==> config.mk <==
export PLATFORM = sky130hd
export DESIGN_NAME = cw_pack
export DESIGN_NICKNAME = d
export VERILOG_FILES = /design/src/rtl/qr_pkg.sv /design/src/rtl/cw_bit_counter.sv /design/src/rtl/cw_pack.sv
export SDC_FILE = /design/constraint.sdc
export NUM_CORES = 1
export LEC_CHECK = 0
export BUFFER_PORTS_ARGS = -buffer_cell sky130_fd_sc_hd__buf_2
export CAP_MARGIN = 40
export CORE_AREA = 2 2 178 250
export CTS_BUF_LIST = sky130_fd_sc_hd__clkbuf_8
export CTS_CLUSTER_DIAMETER = 40
export DETAILED_ROUTE_END_ITERATION = 10
export DIE_AREA = 0 0 180 252
export GPL_ROUTABILITY_DRIVEN = 1
export HOLD_SLACK_MARGIN = 0.03
export SETUP_SLACK_MARGIN = 0.2
export SYNTH_ARGS = -nofsm -noshare
export SYNTH_HDL_FRONTEND = slang
export SYNTH_SLANG_ARGS = --single-unit
==> constraint.sdc <==
create_clock -name clk -period 2.8 [get_ports clk]
set_input_delay 0.56 -clock clk [delete_from_list [all_inputs] [get_ports clk]]
set_output_delay 0.56 -clock clk [all_outputs]
set_load 0.03 [all_outputs]
==> src/rtl/qr_pkg.sv <==
// Shared constants, FSM state type and bit-placement helper for the QR codeword packer.
package qr_pkg;

   localparam int unsigned NUM_CW    = 44;
   localparam int unsigned CW_W      = 8;
   localparam logic [3:0]  BYTE_MODE = 4'b0100;

   localparam int unsigned FRAME_W = NUM_CW * CW_W;
   localparam int unsigned BYTE_W  = $clog2(NUM_CW);
   localparam int unsigned BIT_W   = $clog2(CW_W);
   localparam int unsigned IDX_W   = $clog2(FRAME_W);

   typedef enum logic [2:0] {
      StIdle,
      StCollect,
      StCheck,
      StDeliver,
      StHalt
   } state_e;

   // First-received bit of a codeword lands in its MSB.
   function automatic logic [IDX_W-1:0] cw_bit_index(input logic [BYTE_W-1:0] byte_idx,
                                                     input logic [BIT_W-1:0]  bit_idx);
      int unsigned idx;
      idx = CW_W * 32'(byte_idx) + (CW_W - 1) - 32'(bit_idx);
      return IDX_W'(idx);
   endfunction

endpackage

==> src/rtl/cw_bit_counter.sv <==
// Bit-within-codeword and codeword counters for the serial packer, with clear and last-bit flag.
module cw_bit_counter
   import qr_pkg::*;
(
   input  logic              clk,
   input  logic              srstn,
   input  logic              clr_i,
   input  logic              inc_i,
   output logic [BIT_W-1:0]  bit_cnt_o,
   output logic [BYTE_W-1:0] byte_cnt_o,
   output logic              last_o
);

   logic [BIT_W-1:0]  bit_cnt_d, bit_cnt_q;
   logic [BYTE_W-1:0] byte_cnt_d, byte_cnt_q;
   logic              bit_wrap;

   assign bit_wrap = (bit_cnt_q == BIT_W'(CW_W - 1));

   always_comb begin
      bit_cnt_d  = bit_cnt_q;
      byte_cnt_d = byte_cnt_q;
      if (clr_i) begin
         bit_cnt_d  = '0;
         byte_cnt_d = '0;
      end else if (inc_i) begin
         if (bit_wrap) begin
            bit_cnt_d  = '0;
            byte_cnt_d = byte_cnt_q + BYTE_W'(1);
         end else begin
            bit_cnt_d = bit_cnt_q + BIT_W'(1);
         end
      end
   end

   always_ff @(posedge clk or negedge srstn) begin
      if (!srstn) begin
         bit_cnt_q  <= '0;
         byte_cnt_q <= '0;
      end else begin
         bit_cnt_q  <= bit_cnt_d;
         byte_cnt_q <= byte_cnt_d;
      end
   end

   assign bit_cnt_o  = bit_cnt_q;
   assign byte_cnt_o = byte_cnt_q;
   assign last_o     = bit_wrap && (byte_cnt_q == BYTE_W'(NUM_CW - 1));

endmodule

==> src/rtl/cw_pack.sv <==
// Serial-to-parallel packer: assembles one 44-codeword QR frame and holds it for the text decoder.
module cw_pack
   import qr_pkg::*;
(
   input  logic               clk,
   input  logic               srstn,
   input  logic               frame_start,
   input  logic               bit_valid,
   input  logic               bit_in,
   output logic               bit_ready,
   output logic [FRAME_W-1:0] codeword,
   output logic               de_text_valid,
   input  logic               qr_decode_finish,
   output logic               mode_err,
   output logic               frame_done
);

   state_e state_d, state_q;

   logic [FRAME_W-1:0] codeword_d, codeword_q;
   logic               mode_err_d, mode_err_q;
   logic               frame_done_d, frame_done_q;

   logic [BIT_W-1:0]   bit_cnt;
   logic [BYTE_W-1:0]  byte_cnt;
   logic               last_bit;
   logic               start_clr;
   logic               accept;
   logic               mode_ok;

   // CHECK lasts a single cycle and is not abortable.
   assign start_clr = frame_start && (state_q != StCheck);
   assign accept    = (state_q == StCollect) && bit_valid && !frame_start;
   assign mode_ok   = (codeword_q[7:4] == BYTE_MODE);

   cw_bit_counter u_cnt (
      .clk        (clk),
      .srstn      (srstn),
      .clr_i      (start_clr),
      .inc_i      (accept),
      .bit_cnt_o  (bit_cnt),
      .byte_cnt_o (byte_cnt),
      .last_o     (last_bit)
   );

   always_ff @(posedge clk or negedge srstn) begin
      if (!srstn) begin
         state_q <= StIdle;
      end else begin
         state_q <= state_d;
      end
   end

   always_comb begin
      state_d = state_q;
      case (state_q)
         StIdle: begin
            if (frame_start) state_d = StCollect;
         end
         StCollect: begin
            if (frame_start) begin
               state_d = StCollect;
            end else if (accept && last_bit) begin
               state_d = StCheck;
            end
         end
         StCheck: begin
            state_d = mode_ok ? StDeliver : StHalt;
         end
         StDeliver: begin
            if (frame_start) begin
               state_d = StCollect;
            end else if (qr_decode_finish) begin
               state_d = StIdle;
            end
         end
         StHalt: begin
            if (frame_start) state_d = StCollect;
         end
         default: state_d = StIdle;
      endcase
   end

   always_comb begin
      bit_ready     = (state_q == StCollect);
      de_text_valid = (state_q == StDeliver);
   end

   always_comb begin
      codeword_d   = codeword_q;
      mode_err_d   = mode_err_q;
      frame_done_d = 1'b0;
      if (start_clr) begin
         codeword_d = '0;
         mode_err_d = 1'b0;
      end else begin
         if (accept) begin
            codeword_d[cw_bit_index(byte_cnt, bit_cnt)] = bit_in;
         end
         if ((state_q == StCheck) && !mode_ok) begin
            mode_err_d = 1'b1;
         end
         if ((state_q == StDeliver) && qr_decode_finish) begin
            frame_done_d = 1'b1;
         end
      end
   end

   always_ff @(posedge clk or negedge srstn) begin
      if (!srstn) begin
         codeword_q   <= '0;
         mode_err_q   <= 1'b0;
         frame_done_q <= 1'b0;
      end else begin
         codeword_q   <= codeword_d;
         mode_err_q   <= mode_err_d;
         frame_done_q <= frame_done_d;
      end
   end

   assign codeword   = codeword_q;
   assign mode_err   = mode_err_q;
   assign frame_done = frame_done_q;

endmodule

==> results.sh, run 1 <==
export IMPL_status="finished clean"
export IMPL_io_pins=362
export IMPL_syn_area_per_cell_sq_um=9.532
export IMPL_skew_ps=19.98
export IMPL_r2r_cells=9
export IMPL_drt_first_pass_iters=6
export IMPL_end_kind="flop"
export IMPL_htree_levels=2
export IMPL_fillCellCount=4046
export IMPL_wl_per_cell_microns=24.92
export IMPL_setup_viol=0
export IMPL_cap_violations=0
export IMPL_worst_setup_path_startpoint="u_cnt.byte_cnt_o[1]"
export IMPL_crit_type="reg -> reg"
export IMPL_syn_instance_count=1797
export IMPL_placed_area_sq_mm=0.02007
export IMPL_grt_use_total_pct=29.11
export IMPL_grt_overflow=0
export IMPL_antenna_found_initial=2
export IMPL_finish_net_count=2180
export IMPL_die_area_sq_mm=0.04536
export IMPL_power_internal_mw=8.433
export IMPL_die_width_microns=180
export IMPL_grt_util_met3_pct=6.510
export IMPL_rsz0062_at_grt="true"
export IMPL_synth_warnings=0
export IMPL_areaGrowthSynthToFinish_pct=26.58
export IMPL_clock_latency_ps=630
export IMPL_die_h_microns=252
export IMPL_postRouteAntennaNets=0
export IMPL_power_share_clock_pct=41.0
export IMPL_sw_frac_of_total_pct=28.69
export IMPL_hold_viol=0
export IMPL_p_per_area_mw_per_mm2=545.4
export IMPL_timing_rr_start="u_cnt.byte_cnt_o[1]"
export IMPL_cts_clk_slew_worst_paths_ps=60
export IMPL_synth_edff_count=0
export IMPL_clockBufferDepth=3
export IMPL_drt_iter0_drc=1693
export IMPL_design_area_sq_mm=0.02168
export IMPL_max_freq_mhz=396.4
export IMPL_cts_root_buf="clkbuf_8"
export IMPL_use_met1_pct=36.07
export IMPL_ys_flop_type="dfrtp_1"
export IMPL_rows=90
export IMPL_layout_min_cycle_time_ps=2523
export IMPL_p_comb_share_pct=14.1
export IMPL_portBuffers=361
export IMPL_rrSetupSlack_ps=280
export IMPL_cp_arrival_ps=3060
export IMPL_p_switching_mw=3.392
export IMPL_reg2reg_to="codeword[92]"
export IMPL_async_flop_share_pct=100.0
export IMPL_wirelength_microns=68650
export IMPL_cts_tree="done"
export IMPL_synth_fp_nets=1820
export IMPL_grt_pass1_wl_microns=101000
export IMPL_relSlewSlack_pct=49.30
export IMPL_yosysSeqAreaShare_pct=53.47
export IMPL_cp_max_fo=13
export IMPL_synth_seq_cells=366
export IMPL_drive_gt1_share_pct=29.44
export IMPL_utilization_pct=50.54
export IMPL_p_leak_nw=10.71
export IMPL_peakVddDrop_mv=0.3846
export IMPL_power_total_mw=11.83
export IMPL_setup_worst_path_end="codeword[92]"
export IMPL_via_per_inst=5.885
export IMPL_numCtsBuffers=59
export IMPL_netlist_area_sq_mm=0.01713
export IMPL_vias=16210
export IMPL_gp_congestion=0.8711
export IMPL_core_area_sq_mm=0.04290
export IMPL_finalCritPeriodShare_pct=90.10
export IMPL_drv_slew=0
export IMPL_dpl_hpwl_microns=43480
export IMPL_synth_cell_type_count=56
export IMPL_critPathRequiredTime_ps=3340
export IMPL_grt_pass1_vias=15950
export IMPL_grt_max_degree=141
export IMPL_start_util_pct=39.92
export IMPL_power_frac_seq_pct=45.0
export IMPL_cp_start_kind="flop"
export IMPL_setup_slack_ps=277.2
export IMPL_tightest_slew_ps=760.5
export IMPL_cts_sinks=366
export IMPL_min_path_type="in -> reg"
export IMPL_grt_busiest_layer="met2"
export IMPL_hold_ws_ps=235.8
export IMPL_drc=0
export IMPL_place_ws_ps=-1.235
export IMPL_grt_use_met2_pct=47.18
[layout by cell type, fill, tap and decap left out, types with 4 or more instances in the layout]
cell,count
nand2_1,105
o211ai_1,16
nand2b_1,5
o21ai_1,8
dfrtp_1,364
clkbuf_8,75
buf_12,20
buf_6,9
buf_2,359
o221ai_1,9
buf_4,107
ha_1,12
and3_2,12
mux2i_2,4
inv_1,28
nor2_1,16
a21oi_1,247
and3_1,6
mux2i_1,98
clkinv_2,4
nand3_1,352
o21ai_0,237
o31ai_1,14
xnor2_1,4
o221a_4,5
o2111ai_1,6
[metrics by stage]
stage / TNS, ps / std cells
CTS: 0 / 2745
global route: 0 / 2754
global placement: 0 / 2631
floorplan: 0 / 1797
detailed placement: -1.238 / 2632
finish: 0 / 2755
[worst max-delay path, cell delays in order, from the launching register on]
cell      delay (ps)
dfrtp_2          410
inv_2             80
ha_2             210
o211a_4          280
or3_4            400
buf_6            180
a221oi_4         400
buf_6            200
nand3_1          100
a21oi_2          160
[what timing repair did]
| action | in CTS | in global routing |
|---|---|---|
| cloned | 2 | 3 |
| setup buffers | 5 | 5 |
| setup endpoints to repair | 336 | 336 |
| hold buffers | 1 | 0 |
| pin swaps | 4 | 3 |
| hold endpoints to repair | 63 | 0 |
| resized for setup | 20 | 24 |
[power groups by stage]
stage / clock network (mW) / registers, mW / logic, mW
floorplan: 0 / 5.41 / 0.845
global placement: 0 / 5.41 / 1.37
detailed placement: 0 / 5.41 / 1.39
CTS: 4.92 / 5.32 / 1.53
global route: 5.12 / 5.31 / 1.76
finish: 4.84 / 5.32 / 1.66
[cell usage after synthesis (all sizes together), types with 2 or more instances]
| cell | instances | share of area (%) |
|---|---|---|
| nor3 | 2 | 0.12 |
| nand2b | 5 | 0.18 |
| o221ai | 9 | 0.46 |
| o31ai | 14 | 0.61 |
| o21ai | 247 | 7.2 |
| mux2 | 2 | 0.13 |
| and3 | 18 | 0.66 |
| o2111ai | 7 | 0.36 |
| a211oi | 2 | 0.19 |
| a221oi | 3 | 0.39 |
| ha | 17 | 1.2 |
| nor3b | 2 | 0.088 |
| nand4b | 2 | 0.10 |
| inv | 9 | 0.20 |
| buf | 50 | 1.5 |
| nand2 | 106 | 2.3 |
| o2111a | 4 | 0.26 |
| a21oi | 248 | 7.2 |
| mux2i | 104 | 6.1 |
| nand4 | 3 | 0.11 |
| nand3 | 352 | 10 |
| xnor2 | 4 | 0.20 |
| nor2b | 3 | 0.11 |
| o211ai | 16 | 0.70 |
| a2111oi | 3 | 0.48 |
| dfrtp | 366 | 53 |
| clkbuf | 151 | 3.3 |
| o221a | 5 | 0.33 |
| and2 | 4 | 0.15 |
| nor2 | 19 | 0.42 |
| or2 | 3 | 0.11 |
[cell type report]
class / instances / area (sq um) / share of cell area [%]
tap: 552 / 690.7 / 3.185
multi-input combinational: 1221 / 7355 / 33.92
clock buffer: 75 / 1032 / 4.761
clock inverter: 30 / 200.2 / 0.9233
timing repair buffer: 500 / 3204 / 14.78
inverter: 9 / 33.78 / 0.1558
sequential: 366 / 9161 / 42.25
antenna: 2 / 5.005 / 0.02308
[logic make-up after synthesis]
group	synth area share [%]
AO/OA/AOI/OAI	18.89
AND/OR/NAND/NOR	14.95
flip-flops	53.47
buffers and inverters	5.033
multiplexers	6.209
adder cells (fa/ha/maj)	1.242
XOR/XNOR	0.2045
[metal layers]
metal,share of wire (%),vias to the layer above,wire length [microns]
met2,49,827,33600
met3,8.2,170,5651
met1,37,8042,25710
met5,0.019,-,13
li1,-,7173,-
met4,5.4,2,3681
[sequential cells by signal (all words and copies together), names as in the netlist]
name	flops
codeword	352
u_cnt.byte_cnt_o	6
state_q	3
u_cnt.bit_cnt_o	3
frame_done	1
mode_err	1
[worst min-delay path by stage]
stage | startpoint | end | slack [ps] | cells after the start
floorplan | srstn | codeword[0] | 260 | 0
global placement | codeword[202] | codeword[202] | 510 | 2
detailed placement | codeword[213] | codeword[213] | 520 | 2
CTS | qr_decode_finish | frame_done | 190 | 2
global route | qr_decode_finish | frame_done | 210 | 2
finish | qr_decode_finish | frame_done | 240 | 2
Note: power is estimated with default switching activity, not from simulation.
==> run 2: changes to the inputs <==
ABC_AREA = 1   (was default)
CORE_AREA = 2 2 199 279   (was 2 2 178 250)
DIE_AREA = 0 0 201 281   (was 0 0 180 252)
==> results.sh, run 2 <==
export IMPL_drc=0
export IMPL_gp_congestion=0.8328
export IMPL_syn_instance_count=2951
export IMPL_grt_busiest_layer="met2"
export IMPL_end_kind="flop"
export IMPL_cts_root_buf="clkbuf_8"
export IMPL_p_leak_nw=15.54
export IMPL_crit_top_cell="nand2_1"
export IMPL_drt_iter0_drc=2019
export IMPL_yosys_area_top_type_share_pct=42.72
export IMPL_rows=101
export IMPL_drive_gt1_share_pct=19.13
export IMPL_grt_overflow=0
export IMPL_dpl_hpwl_microns=47040
export IMPL_cp_max_fo=24
export IMPL_finish_net_count=3191
export IMPL_cp_arrival_ps=3050
export IMPL_wl_per_cell_microns=19.89
export IMPL_crit_family="simple AND/OR/NAND/NOR gates"
export IMPL_grt_use_met2_pct=43.39
export IMPL_io_pins=362
export IMPL_grt_max_degree=189
export IMPL_layout_min_cycle_time_ps=2465
export IMPL_drv_slew=0
export IMPL_p_per_area_mw_per_mm2=733.3
export IMPL_clockBufferDepth=3
export IMPL_grt_pass1_wl_microns=121000
export IMPL_setup_tns_final_ps=0
export IMPL_synth_warnings=0
export IMPL_grt_util_met3_pct=4.522
export IMPL_areaGrowthSynthToFinish_pct=18.08
export IMPL_max_freq_mhz=405.7
export IMPL_tightest_slew_ps=1068
export IMPL_critPathRequiredTime_ps=3380
export IMPL_yosys_top_cells_area="dfrtp_1 43%, nand4_1 19%, nand2_1 19%, inv_1 6.8%, buf_2 3.3%"
export IMPL_crit_type="reg -> reg"
export IMPL_grt_pass1_vias=20330
export IMPL_rsz0062_at_grt="false"
export IMPL_hold_viol=0
export IMPL_min_path_type="in -> reg"
export IMPL_use_met1_pct=36.04
export IMPL_yosysSeqAreaShare_pct=42.72
export IMPL_vias=21810
export IMPL_synth_largest_area_cell="dfrtp_1"
export IMPL_power_total_mw=18.56
export IMPL_synthTopCellsByCount="1060 x nand2_1, 656 x nand4_1, 390 x inv_1"
export IMPL_syn_area_per_cell_sq_um=7.264
export IMPL_ys_flop_type="dfrtp_1"
export IMPL_via_per_inst=5.548
export IMPL_cts_tree="done"
export IMPL_setup_viol=0
export IMPL_clock_latency_ps=640
export IMPL_netlist_area_sq_mm=0.02144
export IMPL_crit_path_cell_trace="inv_2, ha_2, nand2_1, clkinv_1, nand2_1, nand2_1, nand2_1, nand2_2, nor2_4, buf_4, buf_6, nand4_1, nand2_1, nand2_1, inv_1"
export IMPL_synth_seq_cells=366
export IMPL_cap_violations=0
export IMPL_peakVddDrop_mv=0.5595
export IMPL_skew_ps=19.97
export IMPL_fillCellCount=5445
export IMPL_mostFrequentLayoutCells="1057 x nand2_1, 656 x nand4_1, 408 x inv_1, 365 x dfrtp_1, 360 x buf_2"
export IMPL_die_area_sq_mm=0.05648
export IMPL_drt_first_pass_iters=5
export IMPL_finalCritPeriodShare_pct=88.04
export IMPL_postRouteAntennaNets=0
export IMPL_final_common_cell="nand2_1"
export IMPL_status="finished clean"
export IMPL_numCtsBuffers=68
export IMPL_cpPeakStageDelay_ps=390
export IMPL_core_area_sq_mm=0.05396
export IMPL_cp_start_kind="flop"
export IMPL_synth_edff_count=0
export IMPL_relSlewSlack_pct=28.80
export IMPL_wirelength_microns=78180
export IMPL_start_util_pct=39.73
export IMPL_portBuffers=361
export IMPL_die_h_microns=281
export IMPL_synth_cell_type_count=29
export IMPL_cts_sinks=366
export IMPL_cp_slowest_cell="dfrtp_1"
export IMPL_largest_reg_flops=352
export IMPL_synth_fp_nets=2974
export IMPL_htree_levels=3
export IMPL_async_flop_share_pct=100.0
export IMPL_utilization_pct=46.91
export IMPL_yosysMostFrequentCell="nand2_1"
export IMPL_antenna_found_initial=1
export IMPL_die_width_microns=201
export IMPL_grt_use_total_pct=26.98
export IMPL_path_buf_inv=5
export IMPL_cts_clk_slew_worst_paths_ps=60
==> run 2: changes by cell type after synthesis, sizes merged, moves of 14 or more <==
| cell | delta |
|---|---|
| mux2i | -104 |
| o31ai | -14 |
| clkbuf | -47 |
| nor2 | +17 |
| buf | +169 |
| a21oi | -245 |
| o211ai | -16 |
| o21ai | -204 |
| inv | +383 |
| nand4 | +653 |
| nand3 | -312 |
| nand2 | +961 |
| and3 | -18 |
==> run 2: worst paths after layout <==
| path | start | depth (start not counted) | to | slack (ps) |
|---|---|---|---|---|
| hold / removal | qr_decode_finish | 3 | frame_done | 160 |
| hold reg to reg | mode_err | 2 | mode_err | 500 |
| setup reg to reg | u_cnt.byte_cnt_o[2] | 15 | codeword[89] | 330 |
| setup / recovery | u_cnt.byte_cnt_o[2] | 15 | codeword[89] | 330 |
| min in group asynchronous | srstn | 2 | codeword[279] | 440 |
| max in group asynchronous | srstn | 4 | codeword[98] | 1410 |
==> run 2: cell families (layout without fill, tap and decap cells) <==
family	after synthesis	after routing	synth area share, %
other	0	1	0
XOR/XNOR	2	2	0.08173
AO/OA/AOI/OAI	47	47	1.150
flip-flops	366	366	42.72
buffers and inverters	716	974	14.31
adder cells (fa/ha/maj)	17	17	0.9922
AND/OR/NAND/NOR	1803	1803	40.75
==> run 2: final cells by class <==
| class | instances | area, sq um | share of cell area [%] |
|---|---|---|---|
| sequential | 366 | 9160 | 36.19 |
| antenna | 1 | 2.502 | 0.009886 |
| clock buffer | 83 | 1142 | 4.513 |
| multi-input combinational | 1869 | 9320 | 36.82 |
| timing repair buffer | 470 | 3137 | 12.39 |
| inverter | 393 | 1478 | 5.838 |
| tap | 721 | 902.1 | 3.564 |
| clock inverter | 28 | 171.4 | 0.6772 |
==> run 2: per-stage QoR <==
stage / hold slack, ps / cell area (sq um) / cells / setup slack [ps]
3_3_place_gp: 475.9 / 23870 / 3808 / 288.8
4_1_cts: 110.6 / 25190 / 3920 / 246.5
2_1_floorplan: 264.4 / 21440 / 2951 / 702.5
6_report: 163.5 / 25310 / 3931 / 334.9
5_1_grt: 151.5 / 25310 / 3931 / 186.0
3_5_place_dp: 487.3 / 23870 / 3808 / 271.2
==> run 2: routing by layer <==
layer	vias up	share of wire, %
met1	10480	41
met5	-	0
li1	10120	-
met4	0	3.8
met2	1052	47
met3	157	7.7
==> run 2: report_power, final <==
group | total, mW | leakage (nW) | internal, mW | switching [mW]
Sequential | 5.46 | 5.11 | 5.37 | 0.0854
Clock | 5.20 | 0.745 | 2.83 | 2.37
Combinational | 7.90 | 9.69 | 1.85 | 6.05
==> run 2: timing repair <==
item / 4_1_cts / 5_1_grt
hold buffers: 1 / 0
setup buffers: 0 / 8
endpoints found under the hold margin: 38 / 0
gates resized for setup: 0 / 11
setup endpoints to repair: 0 / 279
==> run 2: worst min-delay path, stage by stage <==
cell    delay [ps]
buf_2          110
inv_1           40
nor3_1          40
==> run 3: changes to the inputs <==
RECOVER_POWER = 25   (was default)
==> results.sh, run 3 (synthesized netlist as in run 2, its figures left out) <==
export IMPL_status="finished, violations left"
export IMPL_failed_checks="capacitance limit, slew limit"
export IMPL_areaGrowthSynthToFinish_pct=17.96
export IMPL_die_area_sq_mm=0.05648
export IMPL_min_path_type="in -> reg"
export IMPL_cp_slowest_cell="dfrtp_1"
export IMPL_max_freq_mhz=399.2
export IMPL_via_per_inst=5.560
export IMPL_cts_tree="done"
export IMPL_rows=101
export IMPL_peakVddDrop_mv=0.5554
export IMPL_design_area_sq_mm=0.02529
export IMPL_die_width_microns=201
export IMPL_skew_ps=21.64
export IMPL_htree_levels=3
export IMPL_grt_use_total_pct=26.98
export IMPL_drv_slew=47
export IMPL_grt_pass1_wl_microns=121000
export IMPL_layout_min_cycle_time_ps=2505
export IMPL_drive_gt1_share_pct=19.10
export IMPL_crit_path_cell_trace="inv_2, ha_2, nand2_1, clkinv_1, nand2_1, nand2_1, nand2_1, nand2_2, nor2_4, buf_4, buf_6, nand4_1, nand2_1, nand2_1, inv_1"
export IMPL_cts_clk_slew_worst_paths_ps=60
export IMPL_die_h_microns=281
export IMPL_vias=21860
export IMPL_critPathRequiredTime_ps=3370
export IMPL_finalCritPeriodShare_pct=89.46
export IMPL_rsz0062_at_grt="false"
export IMPL_numCtsBuffers=68
export IMPL_start_util_pct=39.73
export IMPL_portBuffers=361
export IMPL_end_kind="flop"
export IMPL_grt_max_degree=189
export IMPL_path_buf_inv=5
export IMPL_core_area_sq_mm=0.05396
export IMPL_antenna_found_initial=1
export IMPL_drc=0
export IMPL_io_pins=362
export IMPL_cts_root_buf="clkbuf_8"
export IMPL_crit_family="simple AND/OR/NAND/NOR gates"
export IMPL_setup_slack_ps=295.0
export IMPL_p_leak_nw=15.53
export IMPL_placed_area_sq_mm=0.02387
export IMPL_wirelength_microns=78260
export IMPL_cp_arrival_ps=3080
export IMPL_grt_overflow=0
export IMPL_multi_input_area_sq_mm=0.009320
export IMPL_dpl_hpwl_microns=47040
export IMPL_wl_per_cell_microns=19.91
export IMPL_fillCellCount=5449
export IMPL_relSlewSlack_pct=-7.949
export IMPL_p_per_area_mw_per_mm2=734.1
export IMPL_place_ws_ps=271.2
export IMPL_clock_latency_ps=640
export IMPL_tightest_slew_ps=1619
export IMPL_cpPeakStageDelay_ps=390
export IMPL_cap_violations=1
export IMPL_hold_viol=0
export IMPL_setup_viol=0
export IMPL_drt_first_pass_iters=5
export IMPL_crit_top_cell="nand2_1"
export IMPL_drt_iter0_drc=1964
export IMPL_final_seq_area_sq_mm=0.009160
export IMPL_setup_tns_final_ps=0
export IMPL_mostFrequentLayoutCells="1057 x nand2_1, 656 x nand4_1, 408 x inv_1, 365 x dfrtp_1, 360 x buf_2"
export IMPL_cp_max_fo=24
export IMPL_gp_congestion=0.8328
export IMPL_grt_pass1_vias=20330
export IMPL_finish_net_count=3191
export IMPL_postRouteAntennaNets=0
export IMPL_largest_reg_flops=352
export IMPL_cp_start_kind="flop"
export IMPL_final_common_cell="nand2_1"
export IMPL_hold_ws_ps=161.5
export IMPL_crit_type="reg -> reg"
export IMPL_clockBufferDepth=3
export IMPL_cts_sinks=366
==> run 3: changes by cell type in the layout (fill, tap and decap cells not counted) <==
cell,change
buf_8,-1
clkbuf_2,+6
clkbuf_1,+1
buf_4,-6
==> run 3: worst min-delay path: stages <==
cell	delay (ps)
buf_2	110
inv_1	40
nor3_1	40
==> run 3: final cells by class <==
cell class                      count  share of cell area, %
Inverter                          393                  5.844
Clock inverter                     28                 0.6779
Antenna cell                        1               0.009896
Clock buffer                       83                  4.518
Multi-Input combinational cell   1869                  36.86
Timing Repair Buffer              470                  12.30
Sequential cell                   366                  36.22
Tap cell                          721                  3.568
==> run 3: routing by layer <==
layer | routed length (microns) | track usage (%) | vias up
met1 | 32500 | 36.04 | 10560
met2 | 37060 | 43.39 | 1026
met4 | 2835 | 11.30 | 0
li1 | - | - | 10130
met5 | 0 | 0 | -
met3 | 5869 | 4.522 | 150
==> run 3: path summary, 6_finish.rpt <==
| kind | from | end | slack [ps] | cells after the start |
|---|---|---|---|---|
| max | u_cnt.byte_cnt_o[2] | codeword[89] | 300 | 15 |
| min | qr_decode_finish | frame_done | 160 | 3 |
| max reg2reg | u_cnt.byte_cnt_o[2] | codeword[89] | 300 | 15 |
| min reg2reg | mode_err | mode_err | 500 | 2 |
| max in group asynchronous | srstn | codeword[98] | 440 | 4 |
| min in group asynchronous | srstn | codeword[279] | 850 | 2 |
==> run 3: power breakdown <==
part | switching, mW | internal [mW]
clock network | 2.37 | 2.83
logic | 6.06 | 1.85
registers | 0.0849 | 5.37
==> run 3: repair_timing <==
action | in CTS | in global routing
gates resized for setup | 0 | 11
buffers inserted | 0 | 8
hold buffers | 1 | 0
endpoints found under the setup margin | 0 | 279
hold endpoints to repair | 38 | 0
==> run 3: metrics by stage <==
step	utilization (%)	total power, mW	cells
floorplan	-	10.53	2951
global placement	44.23	12.87	3808
detailed placement	44.23	12.92	3808
CTS	46.69	18.16	3920
global route	46.86	19.38	3931
finish	46.86	18.56	3931
